`config.mk`:
```
export PLATFORM = sky130hd
export DESIGN_NAME = permute_result_combiner
export DESIGN_NICKNAME = d
export VERILOG_FILES = /design/src/rtl/permute_result_combiner.sv
export SDC_FILE = /design/constraint.sdc
export NUM_CORES = 1
export LEC_CHECK = 0
export ABC_AREA = 1
export CAP_MARGIN = 10
export CORE_ASPECT_RATIO = 1.2
export CORE_MARGIN = 3
export CORE_UTILIZATION = 59
export DETAILED_ROUTE_END_ITERATION = 10
export PLACE_DENSITY = 0.82
export SYNTH_ARGS = -nofsm -noshare
export SYNTH_HDL_FRONTEND = slang
export SYNTH_SLANG_ARGS = --single-unit
export TNS_END_PERCENT = 1
```
`constraint.sdc`:
```
create_clock -name clk -period 10.2 [get_ports clk]
set_input_delay 2.04 -clock clk [delete_from_list [all_inputs] [get_ports clk]]
set_output_delay 2.04 -clock clk [all_outputs]
set_load 0.01 [all_outputs]
```
`src/rtl/permute_result_combiner.sv`:
```
// N-lane result combiner: shared grab of all lanes, registered pairwise adder tree,
// credit-managed output queue. Optional lane-skew detector under COMBINER_SKEW_CHECK_EN.
module permute_result_combiner #(
  parameter int unsigned N_LANES          = 4,
  parameter int unsigned LANE_SUM_WIDTH   = 48,
  parameter int unsigned LANE_COUNT_WIDTH = 13,
  parameter int unsigned OUT_DEPTH        = 4,
  parameter int unsigned MAX_SKEW         = 64
) (
  input  logic                                          clk,
  input  logic                                          rst,
  input  logic [N_LANES-1:0]                            laneResultsAvailable,
  input  logic [N_LANES*LANE_SUM_WIDTH-1:0]             laneSums,
  input  logic [N_LANES*LANE_COUNT_WIDTH-1:0]           laneCounts,
  output logic                                          grabResults,
  output logic                                          resultValid,
  input  logic                                          resultReady,
  output logic [LANE_SUM_WIDTH+$clog2(N_LANES)-1:0]     pcoeffSum,
  output logic [LANE_COUNT_WIDTH+$clog2(N_LANES)-1:0]   pcoeffCount,
  output logic                                          skewError
);

  localparam int unsigned LOG2_LANES = $clog2(N_LANES);
  localparam int unsigned SUM_W      = LANE_SUM_WIDTH + LOG2_LANES;
  localparam int unsigned CNT_W      = LANE_COUNT_WIDTH + LOG2_LANES;
  localparam int unsigned CRD_W      = $clog2(OUT_DEPTH + 1);

  // A misconfigured instance never grabs, so it cannot corrupt the lane array.
  localparam bit CFG_OK = (N_LANES >= 1) && (N_LANES <= 16) &&
                          ((N_LANES & (N_LANES - 1)) == 0) &&
                          (OUT_DEPTH >= 1) && (OUT_DEPTH <= 16) && (MAX_SKEW >= 1);

  logic [CRD_W-1:0] r_credits;
  logic             w_grab;
  logic             w_pop;

  logic [SUM_W-1:0] r_tsum [LOG2_LANES+1][N_LANES];
  logic [CNT_W-1:0] r_tcnt [LOG2_LANES+1][N_LANES];
  logic [LOG2_LANES:0] r_tvld;

  logic             w_exit_vld;
  logic [SUM_W-1:0] w_exit_sum;
  logic [CNT_W-1:0] w_exit_cnt;

  logic [SUM_W-1:0] r_qsum [OUT_DEPTH];
  logic [CNT_W-1:0] r_qcnt [OUT_DEPTH];
  logic [CRD_W-1:0] r_qlen;
  logic             r_valid;
  logic [CRD_W-1:0] w_qlen_after;
  logic [CRD_W-1:0] w_qlen_next;

  always_comb begin
    w_grab = !rst && (&laneResultsAvailable) && (r_credits != '0) && CFG_OK;
    w_pop  = r_valid && resultReady;
  end

  assign grabResults = w_grab;

  // Credits = queue slots not yet claimed by a grab still in the tree or an unpopped entry.
  always_ff @(posedge clk) begin
    if (rst) begin
      r_credits <= CRD_W'(OUT_DEPTH);
    end else begin
      unique case ({w_grab, w_pop})
        2'b10:   r_credits <= r_credits - CRD_W'(1);
        2'b01:   r_credits <= r_credits + CRD_W'(1);
        default: r_credits <= r_credits;
      endcase
    end
  end

  // Level 0 captures the lanes; level k holds N_LANES>>k partial sums.
  always_ff @(posedge clk) begin
    if (rst) begin
      r_tvld <= '0;
      for (int k = 0; k <= int'(LOG2_LANES); k++) begin
        for (int j = 0; j < int'(N_LANES); j++) begin
          r_tsum[k][j] <= '0;
          r_tcnt[k][j] <= '0;
        end
      end
    end else begin
      r_tvld[0] <= w_grab;
      if (w_grab) begin
        for (int i = 0; i < int'(N_LANES); i++) begin
          r_tsum[0][i] <= SUM_W'(laneSums[i*LANE_SUM_WIDTH +: LANE_SUM_WIDTH]);
          r_tcnt[0][i] <= CNT_W'(laneCounts[i*LANE_COUNT_WIDTH +: LANE_COUNT_WIDTH]);
        end
      end
      for (int k = 1; k <= int'(LOG2_LANES); k++) begin
        r_tvld[k] <= r_tvld[k-1];
        for (int j = 0; j < int'(N_LANES >> k); j++) begin
          r_tsum[k][j] <= r_tsum[k-1][2*j] + r_tsum[k-1][2*j+1];
          r_tcnt[k][j] <= r_tcnt[k-1][2*j] + r_tcnt[k-1][2*j+1];
        end
        for (int j = int'(N_LANES >> k); j < int'(N_LANES); j++) begin
          r_tsum[k][j] <= '0;
          r_tcnt[k][j] <= '0;
        end
      end
    end
  end

  always_comb begin
    w_exit_vld = r_tvld[LOG2_LANES];
    w_exit_sum = r_tsum[LOG2_LANES][0];
    w_exit_cnt = r_tcnt[LOG2_LANES][0];
  end

  always_comb begin
    w_qlen_after = r_qlen - CRD_W'(w_pop);
    w_qlen_next  = w_qlen_after + CRD_W'(w_exit_vld);
  end

  // Shift queue with entry 0 as the registered head; a lone popped head is left in
  // place so the outputs keep the last popped value while empty.
  always_ff @(posedge clk) begin
    if (rst) begin
      r_qlen  <= '0;
      r_valid <= 1'b0;
      for (int i = 0; i < int'(OUT_DEPTH); i++) begin
        r_qsum[i] <= '0;
        r_qcnt[i] <= '0;
      end
    end else begin
      for (int i = 0; i < int'(OUT_DEPTH) - 1; i++) begin
        if (w_pop && (CRD_W'(i + 1) < r_qlen)) begin
          r_qsum[i] <= r_qsum[i+1];
          r_qcnt[i] <= r_qcnt[i+1];
        end
      end
      if (w_exit_vld) begin
        for (int i = 0; i < int'(OUT_DEPTH); i++) begin
          if (CRD_W'(i) == w_qlen_after) begin
            r_qsum[i] <= w_exit_sum;
            r_qcnt[i] <= w_exit_cnt;
          end
        end
      end
      r_qlen  <= w_qlen_next;
      r_valid <= (w_qlen_next != '0);
    end
  end

  assign resultValid = r_valid;
  assign pcoeffSum   = r_qsum[0];
  assign pcoeffCount = r_qcnt[0];

`ifdef COMBINER_SKEW_CHECK_EN
  localparam int unsigned SKW_W = $clog2(MAX_SKEW + 1);

  logic [SKW_W-1:0] r_skew_cnt;
  logic             r_skew_err;
  logic             w_partial;

  always_comb begin
    w_partial = (|laneResultsAvailable) && !(&laneResultsAvailable);
  end

  // Counts consecutive cycles with only some lanes ready; saturates at the limit.
  always_ff @(posedge clk) begin
    if (rst) begin
      r_skew_cnt <= '0;
      r_skew_err <= 1'b0;
    end else if (w_grab || !w_partial) begin
      r_skew_cnt <= '0;
    end else if (r_skew_cnt != SKW_W'(MAX_SKEW)) begin
      r_skew_cnt <= r_skew_cnt + SKW_W'(1);
      if ((r_skew_cnt + SKW_W'(1)) == SKW_W'(MAX_SKEW)) begin
        r_skew_err <= 1'b1;
      end
    end
  end

  assign skewError = r_skew_err;
`else
  assign skewError = 1'b0;
`endif

endmodule
```
# == After elaboration in Yosys (flattened, before gate mapping) ==
# Memory sizes are Yosys's and may differ from the RTL's.
# Cells that the tools add are included.
# totals
regBits,10
ramBits,1016
inputBits,251
output_inout_bits,68
elab_cells,146
mem_count,4
# mem_list
name,depth,width,rd,rd_ports_with_merged_regs,wr,line_no,text
r_tsum,3,196,3,0,3,37,logic [SUM_W-1:0] r_tsum [LOG2_LANES+1][N_LANES];
r_qsum,4,50,4,0,4,45,logic [SUM_W-1:0] r_qsum [OUT_DEPTH];
r_tcnt,3,56,3,0,3,38,logic [CNT_W-1:0] r_tcnt [LOG2_LANES+1][N_LANES];
r_qcnt,4,15,4,0,4,46,logic [CNT_W-1:0] r_qcnt [OUT_DEPTH];
# classes
add_sub_neg,10
n_lt_le_gt_ge,3
n_eq_ne,5
n_mux,70
bitwise,38
n_reduce_logical,12
# ops
cell,n
two-way mux 50 bit,13
two-way mux 48 bit,6
two-way mux 15 bit,13
adder 50 bit,3
two-way mux 13 bit,6
adder 15 bit,3
OR 1 bit,38
two-way mux 1 bit,31
equality test 2 x 3 -> 1 bit (first input constant),2
logical AND 1 bit,6
less-than comparator 2 x 3 -> 1 bit (first input constant),2
case mux 3 bit (2 select lines),1
nonzero test 3 bit,2
AND reduction 4 bit,1
adder 3 x 1 -> 3 bit,1
adder 3 x 1 -> 3 bit (second input constant),1
equality test 1 x 3 -> 1 bit (first input constant),1
logical NOT 3 bit,1
less-than comparator 1 x 3 -> 1 bit (first input constant),1
subtractor 3 x 1 -> 3 bit,1
subtractor 3 x 1 -> 3 bit (second input constant),1
equality test 2 x 1 -> 1 bit (second input constant),1
equality test 2 bit (second input constant),1
nonzero test 2 bit,1
logical NOT 1 bit,1

# == Depth between registers and ports, before layout ==
# Gate-level depths: netlist of the first run.
# depth
word_depth,8
ltp_mapped,15

# == Worst setup path before layout of the first run ==
# OpenSTA, ideal clock, no wires.
# synth_path
path_kind,input port to flip-flop
from,input port rst
to,memory r_tcnt[0][0] (netlist bit) (enable)
setup_time_ns,0.616
arrival_ns,8.233
t_required_ns,9.584
setup_slack_ns,1.351
path_stages,6
n_path_buf,3
cell_sequence,buf_6 > nor4_2 > inv_2 > clkbuf_1 > buf_2 > nand2_1
# synth_rtl
item,line_no,text
from (decl),11,"input logic rst,"
to (decl),38,

# == Worst setup path after layout of the first run ==
# layout_path
from,input port laneResultsAvailable[2]
to,output port grabResults
# layout_via
elab_chain_len,3
# layout_lines
item,line_no,text
from (decl),12,"input logic [N_LANES-1:0] laneResultsAvailable,"
AND reduction 4 bit,53,w_grab = !rst && (&laneResultsAvailable) && (r_credits != '0) && CFG_OK;
logical AND 1 bit (2 in series),53,
to (decl),15,"output logic grabResults,"
# No other way between the ends.

==> metrics.txt, run 1 <==
# TYPE chip_impl_metric gauge
chip_impl_metric{name="worstRegToRegCells",unit=""} 10
chip_impl_metric{name="totalNegativeSetupSlack",unit="ns"} 0
chip_impl_metric{name="placedCellCount",unit=""} 6480
chip_impl_metric{name="route.vias.total",unit=""} 33600
chip_impl_info{name="tritoncts",value="yes"} 1
chip_impl_info{name="combinational_family_with_the_most_area_after_synthesis",value="simple AND/OR/NAND/NOR gates"} 1
chip_impl_info{name="outcome",value="completed"} 1
chip_impl_metric{name="layout_fillers",unit=""} 5522
chip_impl_metric{name="synthCells",unit=""} 5368
chip_impl_metric{name="cts.reportedPaths.clkPinSlew",unit="ns"} 0.06
chip_impl_metric{name="yosys.area_share.xor_xnor",unit="%"} 0.150
chip_impl_metric{name="port_buffers",unit=""} 317
chip_impl_metric{name="design_power_total",unit="mW"} 7.07
chip_impl_metric{name="final_design_area_no_fill",unit="um^2"} 46300
chip_impl_metric{name="clkSinkCount",unit=""} 705
chip_impl_metric{name="grt_pass1_wl",unit="um"} 158000
chip_impl_metric{name="power.share.switching",unit="%"} 27.0
chip_impl_metric{name="seq_power_share",unit="%"} 47.4
chip_impl_metric{name="post-place-ws",unit="ns"} 4.45
chip_impl_metric{name="routedWlPerCell",unit="um"} 15.0
chip_impl_metric{name="post_synth_instance_area",unit="um^2"} 40000
chip_impl_metric{name="cp_slowest_stage_delay",unit="ns"} 0.63
chip_impl_metric{name="grt_remaining_overflow",unit=""} 0
chip_impl_metric{name="place_hpwl",unit="um"} 76200
chip_impl_metric{name="rows",unit=""} 104
chip_impl_metric{name="detail_route.vias_per_cell",unit=""} 5.09
chip_impl_info{name="crit_path_cell_trace",value="clkdlybuf4s50_1 -> nand3_1 -> nor4_2 -> clkdlybuf4s50_1"} 1
chip_impl_metric{name="cell_internal_pwr",unit="mW"} 5.16
chip_impl_metric{name="placeableCoreArea",unit="um^2"} 67100
chip_impl_info{name="setup.worst_path.end_class",value="output port"} 1
chip_impl_metric{name="power_frac_comb",unit="%"} 15.4
chip_impl_metric{name="post_synth_adder_cell_area",unit="%"} 6.29
chip_impl_info{name="synth_flop_cell",value="sky130_fd_sc_hd__edfxtp_1"} 1
chip_impl_metric{name="synth_cell_type_count",unit=""} 43
chip_impl_metric{name="floorplan.initialDensity",unit="%"} 59.6
chip_impl_metric{name="max_freq",unit="MHz"} 174
chip_impl_metric{name="drc_errors",unit=""} 0
chip_impl_metric{name="cts-htree-levels",unit=""} 3
chip_impl_metric{name="fin_worst_skew",unit="ns"} 0.0248
chip_impl_metric{name="worst_slack",unit="ns"} 4.45
chip_impl_metric{name="finalNetCount",unit=""} 6099
chip_impl_metric{name="io_pins",unit=""} 319
chip_impl_metric{name="power.leakage",unit="nW"} 23.1
chip_impl_metric{name="drt_pass1_iterations",unit=""} 8
chip_impl_metric{name="maxSlewViolCount",unit=""} 0
chip_impl_metric{name="bufs_on_longest_clock_path",unit=""} 3
chip_impl_metric{name="share_of_flip_flops_with_an_asynchronous_set_or_reset",unit="%"} 0
chip_impl_metric{name="cts.repair_timing.setup_buffer_count",unit=""} 0
chip_impl_metric{name="max-slew-margin-rel",unit="%"} 33.0
chip_impl_metric{name="cp_bufs_invs",unit=""} 2
chip_impl_metric{name="die-width",unit="um"} 244
chip_impl_metric{name="hold_slack",unit="ns"} 0.407
chip_impl_metric{name="finalWeightedCongestion",unit=""} 0.987
chip_impl_info{name="rsz0062_at_grt",value="no"} 1
chip_impl_info{name="slowest_stage",value="sky130_fd_sc_hd__clkdlybuf4s50_1"} 1
chip_impl_metric{name="route.antenna.remaining_nets",unit=""} 0
chip_impl_metric{name="cap_viol_max_count",unit=""} 0
chip_impl_metric{name="irDropWorstVdd",unit="mV"} 0.135
chip_impl_metric{name="critical_path_required",unit="ns"} 8.16
chip_impl_metric{name="cts-resized-gates",unit=""} 0
chip_impl_metric{name="synth-seq-cells",unit=""} 705
chip_impl_metric{name="synthToLayoutAreaGrowth",unit="%"} 15.6
chip_impl_metric{name="wirelength",unit="um"} 99200
chip_impl_info{name="layout_commonest_cell",value="sky130_fd_sc_hd__nand2_1"} 1
chip_impl_metric{name="vias_in_the_first_global_route",unit=""} 32100
chip_impl_metric{name="cts_buffers",unit=""} 70
chip_impl_metric{name="hold_buffers",unit=""} 0
chip_impl_info{name="setup.worst_path.start_class",value="input pin"} 1
chip_impl_metric{name="powerDensity",unit="nW/um^2"} 153
chip_impl_metric{name="synth.area.mux_share",unit="%"} 0
chip_impl_metric{name="power.switching",unit="mW"} 1.91
chip_impl_metric{name="initial_drc_count",unit=""} 2777
chip_impl_info{name="critical_path_class",value="input pin to output port"} 1
chip_impl_info{name="crit_top_cell",value="sky130_fd_sc_hd__clkdlybuf4s50_1"} 1
chip_impl_metric{name="drive_gt1_share",unit="%"} 2.63
chip_impl_info{name="mostFrequentLayoutCells",value="1,406 x sky130_fd_sc_hd__nand2_1, 1,220 x sky130_fd_sc_hd__inv_1, 753 x sky130_fd_sc_hd__nor2_1"} 1
chip_impl_metric{name="insertion_delay",unit="ns"} 0.62
chip_impl_metric{name="final.min_clock_period",unit="ns"} 5.75
chip_impl_metric{name="yosysWarnings",unit=""} 0
chip_impl_metric{name="timing.critical_path.fanout_max",unit=""} 2
chip_impl_metric{name="synth_nets",unit=""} 5816
chip_impl_info{name="cts_root_buf",value="sky130_fd_sc_hd__clkbuf_16"} 1
chip_impl_metric{name="seq_area_frac_synth",unit="%"} 47.9
chip_impl_metric{name="synth_enable_flop_cells",unit=""} 504
chip_impl_metric{name="clockPowerShare",unit="%"} 37.2
chip_impl_metric{name="die_area",unit="um^2"} 71000
chip_impl_metric{name="gr-usage-all-layers",unit="%"} 27.6
chip_impl_metric{name="chipHeight",unit="um"} 291
chip_impl_metric{name="grt_antenna_before_repair",unit=""} 0
chip_impl_info{name="min_path_type",value="flip-flop to flip-flop"} 1
chip_impl_metric{name="syn_avg_cell_area",unit="um^2"} 7.46
chip_impl_metric{name="setup_viol_count_final",unit=""} 0
chip_impl_info{name="cp_top_family",value="buffers and inverters"} 1
chip_impl_metric{name="timing.hold.worst_path_depth",unit=""} 2
chip_impl_metric{name="post_synthesis_share_of_cell_area_spent_on_and_or_nand_and_nor_gates",unit="%"} 25.1
chip_impl_metric{name="critical_path_arrival",unit="ns"} 3.71
chip_impl_metric{name="fin_crit_sh",unit="%"} 56.3
chip_impl_metric{name="fin_util",unit="%"} 68.9
chip_impl_metric{name="post_dp_cell_area",unit="um^2"} 43900
chip_impl_metric{name="post_synthesis_compound_gate_area_fraction",unit="%"} 7.53
chip_impl_metric{name="final-hold-violation-count",unit=""} 0
chip_impl_metric{name="stdcell_count",unit=""} 6610
chip_impl_metric{name="cp_num_cells",unit=""} 4
chip_impl_metric{name="grt_start_max_net_pins",unit=""} 173
chip_impl_metric{name="worst-slew-pin-transition",unit="ns"} 1.01
registers in the layout, summed over array words and instances (netlist names):
| name | cells |
|---|---|
| r_tsum | 340 |
| r_credits | 3 |
| r_tvld | 3 |
| r_tcnt | 95 |
| resultValid | 1 |
| r_qsum | 200 |
| r_qlen | 3 |
| r_qcnt | 60 |
cell usage after synthesis, types with 5 or more instances:
cell type | n | area share (%)
sky130_fd_sc_hd__and2_1 | 9 | 0.14
sky130_fd_sc_hd__nand2_1 | 1409 | 13
sky130_fd_sc_hd__clkbuf_1 | 39 | 0.37
sky130_fd_sc_hd__a21oi_1 | 246 | 3.1
sky130_fd_sc_hd__buf_6 | 12 | 0.34
sky130_fd_sc_hd__inv_1 | 1220 | 11
sky130_fd_sc_hd__nor2_1 | 753 | 7.1
sky130_fd_sc_hd__nand4_1 | 35 | 0.55
sky130_fd_sc_hd__ha_1 | 190 | 5.9
sky130_fd_sc_hd__buf_2 | 50 | 0.63
sky130_fd_sc_hd__a21o_1 | 5 | 0.094
sky130_fd_sc_hd__o21bai_1 | 10 | 0.19
sky130_fd_sc_hd__buf_1 | 11 | 0.10
sky130_fd_sc_hd__o21ai_0 | 284 | 3.6
sky130_fd_sc_hd__nor3_1 | 25 | 0.31
sky130_fd_sc_hd__o21ai_1 | 22 | 0.28
sky130_fd_sc_hd__edfxtp_1 | 504 | 38
sky130_fd_sc_hd__fa_1 | 7 | 0.35
sky130_fd_sc_hd__o21a_1 | 6 | 0.11
sky130_fd_sc_hd__dfxtp_1 | 201 | 10
sky130_fd_sc_hd__buf_4 | 7 | 0.13
sky130_fd_sc_hd__nand3_1 | 285 | 3.6
routing by layer:
layer	global-route usage, %	vias up	routed length, um	part of all wire (%)
met2	48.8	1031	49600	50
li1	-	17200	-	-
met5	0	-	0	0
met3	2.99	191	5370	5.4
met1	35.2	15200	41200	41
met4	9.39	0	3100	3.1
path summary, 6_finish.rpt:
check / to / slack, ns / start
hold / removal: r_tvld[2] / 0.41 / r_tvld[1]
setup reg to reg: r_qsum[0][18] / 6.64 / resultValid
hold reg to reg: r_tvld[2] / 0.41 / r_tvld[1]
setup / recovery: grabResults / 4.45 / laneResultsAvailable[2]
tightest hold or removal path, cell delays in order, from the launching register on:
cell                      delay (ns)
sky130_fd_sc_hd__dfxtp_1        0.30
sky130_fd_sc_hd__inv_1          0.04
sky130_fd_sc_hd__nor2_1         0.03
final cells by class:
| class | instances | area, um^2 | share of cell area (%) |
|---|---|---|---|
| clock inverters | 39 | 387 | 0.835 |
| diodes | 1 | 2.50 | 0.00541 |
| flip-flops and latches | 705 | 19200 | 41.4 |
| repair buffers | 332 | 3290 | 7.12 |
| multi-input cells | 3320 | 15700 | 33.9 |
| clock buffers | 90 | 2000 | 4.33 |
| well taps | 901 | 1130 | 2.44 |
| inverters | 1222 | 4590 | 9.93 |
power by group through the flow:
stage	combinational (mW)	sequential, mW	clock [mW]
after floorplan	0.668	3.40	0
after global placement	1.05	3.40	0
after detailed placement	1.07	3.41	0
after CTS	1.08	3.35	2.67
after global routing	1.22	3.36	2.78
final	1.09	3.35	2.63
cell families (layout without fill, tap and decap cells):
family / Yosys count / count (layout)
compound gates: 586 / 586
buf+inv: 1343 / 1683
simple gates: 2530 / 2530
flops: 705 / 705
other cells: 1 / 2
fa+ha+maj: 197 / 197
xor+xnor: 6 / 6
Note: power is estimated with default switching activity, not from simulation.
==> inputs of run 2 (changes only) <==
==> constraint.sdc (replaced) <==
create_clock -name clk -period 5.5 [get_ports clk]
set_input_delay 1.1 -clock clk [delete_from_list [all_inputs] [get_ports clk]]
set_output_delay 1.1 -clock clk [all_outputs]
set_load 0.01 [all_outputs]
==> run 2 against run 1 <==
Against the previous run:
- via count shrank 0.67%
- die area is the same
- sequential share of layout area is essentially flat
- critical path depth is the same
- non-clock buffer count grew 6
- hold slack lost 0.0039 ns
- final cell count is essentially flat
- clock skew grew 0.0035 ns
- first-iteration DRC count shrank 11%
- routed wire length grew 1.4%
- largest power group unchanged
- highest routed layer is now met5
==> metrics.txt, run 2 (same netlist as run 1, synthesis figures left out) <==
# TYPE chip_impl_metric gauge
chip_impl_metric{name="drc_errors",unit=""} 0
chip_impl_metric{name="cts-resized-gates",unit=""} 0
chip_impl_metric{name="cp_slowest_stage_delay",unit="ns"} 0.64
chip_impl_metric{name="grt_pass1_wl",unit="um"} 161000
chip_impl_metric{name="floorplan.initialDensity",unit="%"} 59.6
chip_impl_metric{name="fin_worst_skew",unit="ns"} 0.0283
chip_impl_info{name="crit_path_cell_trace",value="clkdlybuf4s50_1 -> nand3_1 -> nor4_2 -> clkdlybuf4s50_1"} 1
chip_impl_metric{name="route.vias.total",unit=""} 33400
chip_impl_metric{name="synthToLayoutAreaGrowth",unit="%"} 15.7
chip_impl_metric{name="critical_path_arrival",unit="ns"} 2.77
chip_impl_info{name="outcome",value="completed"} 1
chip_impl_metric{name="power_frac_comb",unit="%"} 15.6
chip_impl_info{name="layout_commonest_cell",value="sky130_fd_sc_hd__nand2_1"} 1
chip_impl_metric{name="drive_gt1_share",unit="%"} 2.59
chip_impl_metric{name="cell_internal_pwr",unit="mW"} 9.49
chip_impl_info{name="largest_registers",value="r_tsum (340), r_qsum (200), r_tcnt (95)"} 1
chip_impl_metric{name="cts_buffers",unit=""} 69
chip_impl_metric{name="cp_bufs_invs",unit=""} 2
chip_impl_metric{name="stdcell_count",unit=""} 6616
chip_impl_metric{name="grt_remaining_overflow",unit=""} 0
chip_impl_metric{name="worst-slew-pin-transition",unit="ns"} 0.923
chip_impl_metric{name="layout_fillers",unit=""} 5657
chip_impl_info{name="crit_top_cell",value="sky130_fd_sc_hd__clkdlybuf4s50_1"} 1
chip_impl_metric{name="power.share.switching",unit="%"} 27.1
chip_impl_metric{name="cts.repair_timing.setup_buffer_count",unit=""} 0
chip_impl_metric{name="register_area",unit="um^2"} 19200
chip_impl_metric{name="place_hpwl",unit="um"} 78100
chip_impl_metric{name="fin_crit_sh",unit="%"} 70.4
chip_impl_metric{name="routedWlPerCell",unit="um"} 15.2
chip_impl_metric{name="seq_power_share",unit="%"} 47.7
chip_impl_metric{name="irDropWorstVdd",unit="mV"} 0.291
chip_impl_metric{name="max_freq",unit="MHz"} 258
chip_impl_info{name="setup.worst_path.end_class",value="output port"} 1
chip_impl_metric{name="placeableCoreArea",unit="um^2"} 67100
chip_impl_info{name="regMostFlops",value="r_tsum"} 1
chip_impl_metric{name="chipHeight",unit="um"} 291
chip_impl_metric{name="grt_antenna_before_repair",unit=""} 5
chip_impl_info{name="cp_top_family",value="buffers and inverters"} 1
chip_impl_metric{name="io_pins",unit=""} 319
chip_impl_metric{name="clockPowerShare",unit="%"} 36.7
chip_impl_metric{name="setup_viol_count_final",unit=""} 0
chip_impl_metric{name="hold_slack",unit="ns"} 0.403
chip_impl_metric{name="cap_viol_max_count",unit=""} 0
chip_impl_metric{name="drt_pass1_iterations",unit=""} 5
chip_impl_metric{name="final.min_clock_period",unit="ns"} 3.87
chip_impl_info{name="critical_path_class",value="input pin to output port"} 1
chip_impl_info{name="tritoncts",value="yes"} 1
chip_impl_metric{name="max-slew-margin-rel",unit="%"} 38.4
chip_impl_metric{name="gr-usage-all-layers",unit="%"} 28.1
chip_impl_metric{name="grt_start_max_net_pins",unit=""} 156
chip_impl_metric{name="bufs_on_longest_clock_path",unit=""} 3
chip_impl_metric{name="maxSlewViolCount",unit=""} 0
chip_impl_info{name="cts_root_buf",value="sky130_fd_sc_hd__clkbuf_16"} 1
chip_impl_metric{name="placedCellCount",unit=""} 6486
chip_impl_metric{name="critical_path_required",unit="ns"} 4.40
chip_impl_metric{name="finalNetCount",unit=""} 6104
chip_impl_info{name="rsz0062_at_grt",value="no"} 1
chip_impl_metric{name="timing.critical_path.fanout_max",unit=""} 2
chip_impl_metric{name="initial_drc_count",unit=""} 2465
chip_impl_metric{name="final-hold-violation-count",unit=""} 0
chip_impl_metric{name="die-width",unit="um"} 244
chip_impl_metric{name="clkSinkCount",unit=""} 705
chip_impl_info{name="slowest_stage",value="sky130_fd_sc_hd__clkdlybuf4s50_1"} 1
chip_impl_info{name="setup.worst_path.start_class",value="input pin"} 1
chip_impl_metric{name="die_area",unit="um^2"} 71000
chip_impl_info{name="min_path_type",value="flip-flop to flip-flop"} 1
chip_impl_metric{name="powerDensity",unit="nW/um^2"} 281
chip_impl_metric{name="detail_route.vias_per_cell",unit=""} 5.05
chip_impl_metric{name="hold_buffers",unit=""} 0
chip_impl_metric{name="cts-htree-levels",unit=""} 3
chip_impl_metric{name="cts.reportedPaths.clkPinSlew",unit="ns"} 0.06
chip_impl_metric{name="totalNegativeSetupSlack",unit="ns"} 0
chip_impl_metric{name="finalWeightedCongestion",unit=""} 0.990
chip_impl_metric{name="vias_in_the_first_global_route",unit=""} 31800
chip_impl_metric{name="port_buffers",unit=""} 317
chip_impl_info{name="mostFrequentLayoutCells",value="1,406 x sky130_fd_sc_hd__nand2_1, 1,221 x sky130_fd_sc_hd__inv_1, 753 x sky130_fd_sc_hd__nor2_1"} 1
chip_impl_metric{name="power.leakage",unit="nW"} 23.1
chip_impl_metric{name="insertion_delay",unit="ns"} 0.63
chip_impl_metric{name="multi_input_comb_area",unit="um^2"} 15700
chip_impl_metric{name="wirelength",unit="um"} 101000
chip_impl_metric{name="route.antenna.remaining_nets",unit=""} 0
chip_impl_metric{name="rows",unit=""} 104
chip_impl_metric{name="flip_flop_count_of_the_largest_register_all_copies_and_words_added",unit=""} 340
chip_impl_metric{name="power.switching",unit="mW"} 3.53
run 2: worst paths after layout:
path	cells after the start	to	slack [ns]	start
max	4	grabResults	1.63	laneResultsAvailable[2]
min	2	r_tvld[2]	0.40	r_tvld[1]
min reg2reg	2	r_tvld[2]	0.40	r_tvld[1]
max reg2reg	9	r_qsum[0][18]	2.43	resultValid
run 2: metal layers:
| layer | global-route usage [%] | share of wire [%] | routed length (um) | vias up |
|---|---|---|---|---|
| met3 | 3.27 | 5.3 | 5380 | 182 |
| li1 | - | - | - | 17200 |
| met5 | 0 | 0.013 | 13 | - |
| met4 | 9.99 | 3.6 | 3570 | 2 |
| met1 | 35.8 | 42 | 42100 | 15100 |
| met2 | 49.5 | 49 | 49500 | 952 |
run 2: cell type report:
type | count | area share (%)
sequential | 705 | 41.4
multi-input combinational | 3320 | 33.9
inverter | 1222 | 9.92
timing repair buffer | 338 | 7.32
clock buffer | 95 | 4.24
tap | 901 | 2.43
clock inverter | 32 | 0.746
antenna | 3 | 0.0162
run 2: through the flow:
stage	instance area [um^2]	total power, mW	util, %	setup WS (ns)
3_3_place_gp	44000	8.28	65.5	1.40
5_1_grt	46300	13.6	69.0	1.57
3_5_place_dp	44000	8.32	65.5	1.26
2_1_floorplan	40000	7.53	-	0.0250
6_report	46300	13.0	69.0	1.63
4_1_cts	46300	13.1	69.0	1.62
run 2: power by group through the flow:
| stage | registers, mW | clock network, mW | logic (mW) |
|---|---|---|---|
| finish | 6.21 | 4.78 | 2.03 |
| global route | 6.24 | 5.06 | 2.28 |
| detailed placement | 6.32 | 0 | 2.00 |
| floorplan | 6.29 | 0 | 1.24 |
| CTS | 6.21 | 4.85 | 2.02 |
| global placement | 6.31 | 0 | 1.97 |
run 2: tightest hold or removal path, cell delays in order (launching register included):
cell and delay, ns:
sky130_fd_sc_hd__dfxtp_1 0.29, sky130_fd_sc_hd__inv_1 0.04, sky130_fd_sc_hd__nor2_1 0.03
==> RTL change (flow settings as in run 1) <==
The parameter `OUT_DEPTH` goes from 4 to 2.
--- a/src/rtl/permute_result_combiner.sv
+++ b/src/rtl/permute_result_combiner.sv
@@ -4,7 +4,7 @@
   parameter int unsigned N_LANES          = 4,
   parameter int unsigned LANE_SUM_WIDTH   = 48,
   parameter int unsigned LANE_COUNT_WIDTH = 13,
-  parameter int unsigned OUT_DEPTH        = 4,
+  parameter int unsigned OUT_DEPTH        = 2,
   parameter int unsigned MAX_SKEW         = 64
 ) (
   input  logic                                          clk,
Function: not settled (the Yosys comparison gave no result); the edit may change what the design does.
==> RTL change against run 1 <==
- synthesized cell count fell by 11%
- final area fell by 14%
- power fell by 20%
- count of clock-buffer cells in the layout fell by 18
- worst hold slack improved by 0.0011 ns
- worst setup slack improved by 0.069 ns
- fmax rose by 1.2%
- sequential cell count fell by 132
- first-iteration DRC count fell by 22%
- die area fell by 13%
- synthesized area fell by 13%
- routed wire length fell by 13%
==> RTL change: results (changes against run 1) <==
Most used standard cells in the synthesized netlist: sky130_fd_sc_hd__nand2_1 (1,299), sky130_fd_sc_hd__inv_1 (1,045), sky130_fd_sc_hd__nor2_1 (707)
Layout cells sized above 1: 0.0495 (+0.0232)
Global routing usage on met3: 0.0305 (+0.000563)
Number of CTS-inserted buffers: 53 (-24%)
WL met2: 42,900 µm (-13%)
Setup slack of the most critical reg-to-reg path: 6.75 ns (+0.11 ns)
Tot GR Track Use: 0.280 (+0.00478)
Nets@finish: 5,448 (-11%)
Combinational Power Share: 0.171 (+0.017)
Wire length on met3: 4780 µm (-11%)
Largest net degree at the start of global routing: 135 (-22%)
Wire length of the first global-routing pass: 139,000 µm (-12%)
Count of different cell masters after synthesis: 45 (+4.7%)
Register area share after synthesis: 0.437 (-0.0413)
Pre-CTS WS: 4.51 ns (+0.0584 ns)
Post-route worst hold slack: 0.408 ns (+0.00106 ns)
Largest registers ranked by flip-flop count: r_tsum x340, r_qsum x100, r_tcnt x95
M2 GR Usage: 0.490 (+0.00209)
H-tree levels: 2 (-1)
Number of enable-type register cells in the synthesized netlist: 374 (-26%)
Gpl congestion: 1.05 (+6.6%)
Adder-cell area share of the yosys netlist: 0.0711 (+0.00817)
Max Clock Skew: 0.0306 ns (+0.00582 ns)
Sequential group share of total power: 0.476 (+0.002)
Run status: finished clean
Placed insts: 5,732 (-12%)
Transition time of the tightest slew-check pin: 1.05 ns (+0.0486 ns)
WL/cell: 14.9 µm (-0.91%)
Diodes inserted: 0 (-1)
Final HPWL from detailed placement: 69,000 µm (-9.4%)
Met1 Usage GRT: 0.365 (+0.0131)
DRT Pass-1 Iters: 7 (-1)
Detailed router's first-iteration violation count: 2,175 (-22%)
Number of global-route vias before repair: 27,600 (-14%)
Cell count after synthesis: 4,762 (-11%)
Total via count in the routed design: 29,200 (-13%)
Part of the cycle the worst path needs: 0.557 (-0.00673)
Top post-synthesis cells by area: sky130_fd_sc_hd__edfxtp_1 (32%), sky130_fd_sc_hd__nand2_1 (14%), sky130_fd_sc_hd__dfxtp_1 (11%)
RTL change: changes by cell type after synthesis, moves of 46 or more:
cell,run 1,this run
sky130_fd_sc_hd__inv_1,1220,1045
sky130_fd_sc_hd__o21ai_0,284,116
sky130_fd_sc_hd__edfxtp_1,504,374
sky130_fd_sc_hd__nand3_1,285,105
sky130_fd_sc_hd__buf_4,7,70
sky130_fd_sc_hd__nor2_1,753,707
sky130_fd_sc_hd__nand2_1,1409,1299
sky130_fd_sc_hd__o211ai_1,2,57
sky130_fd_sc_hd__nor2_2,2,66
RTL change: layout make-up:
class,count,area (µm²)
well taps,784,981
fillers,4894,17900
clock inverters,28,255
multi-input cells,2982,14600
inverters,1064,4000
clock buffers,72,1520
flip-flops and latches,573,15200
repair buffers,329,3270
RTL change: worst paths after layout:
kind                            from            to  cells after the start
max reg2reg             r_credits[0]  r_tsum[0][2]                      6
min                        r_tvld[1]     r_tvld[2]                      2
min reg2reg                r_tvld[1]     r_tvld[2]                      2
max          laneResultsAvailable[1]   grabResults                      4
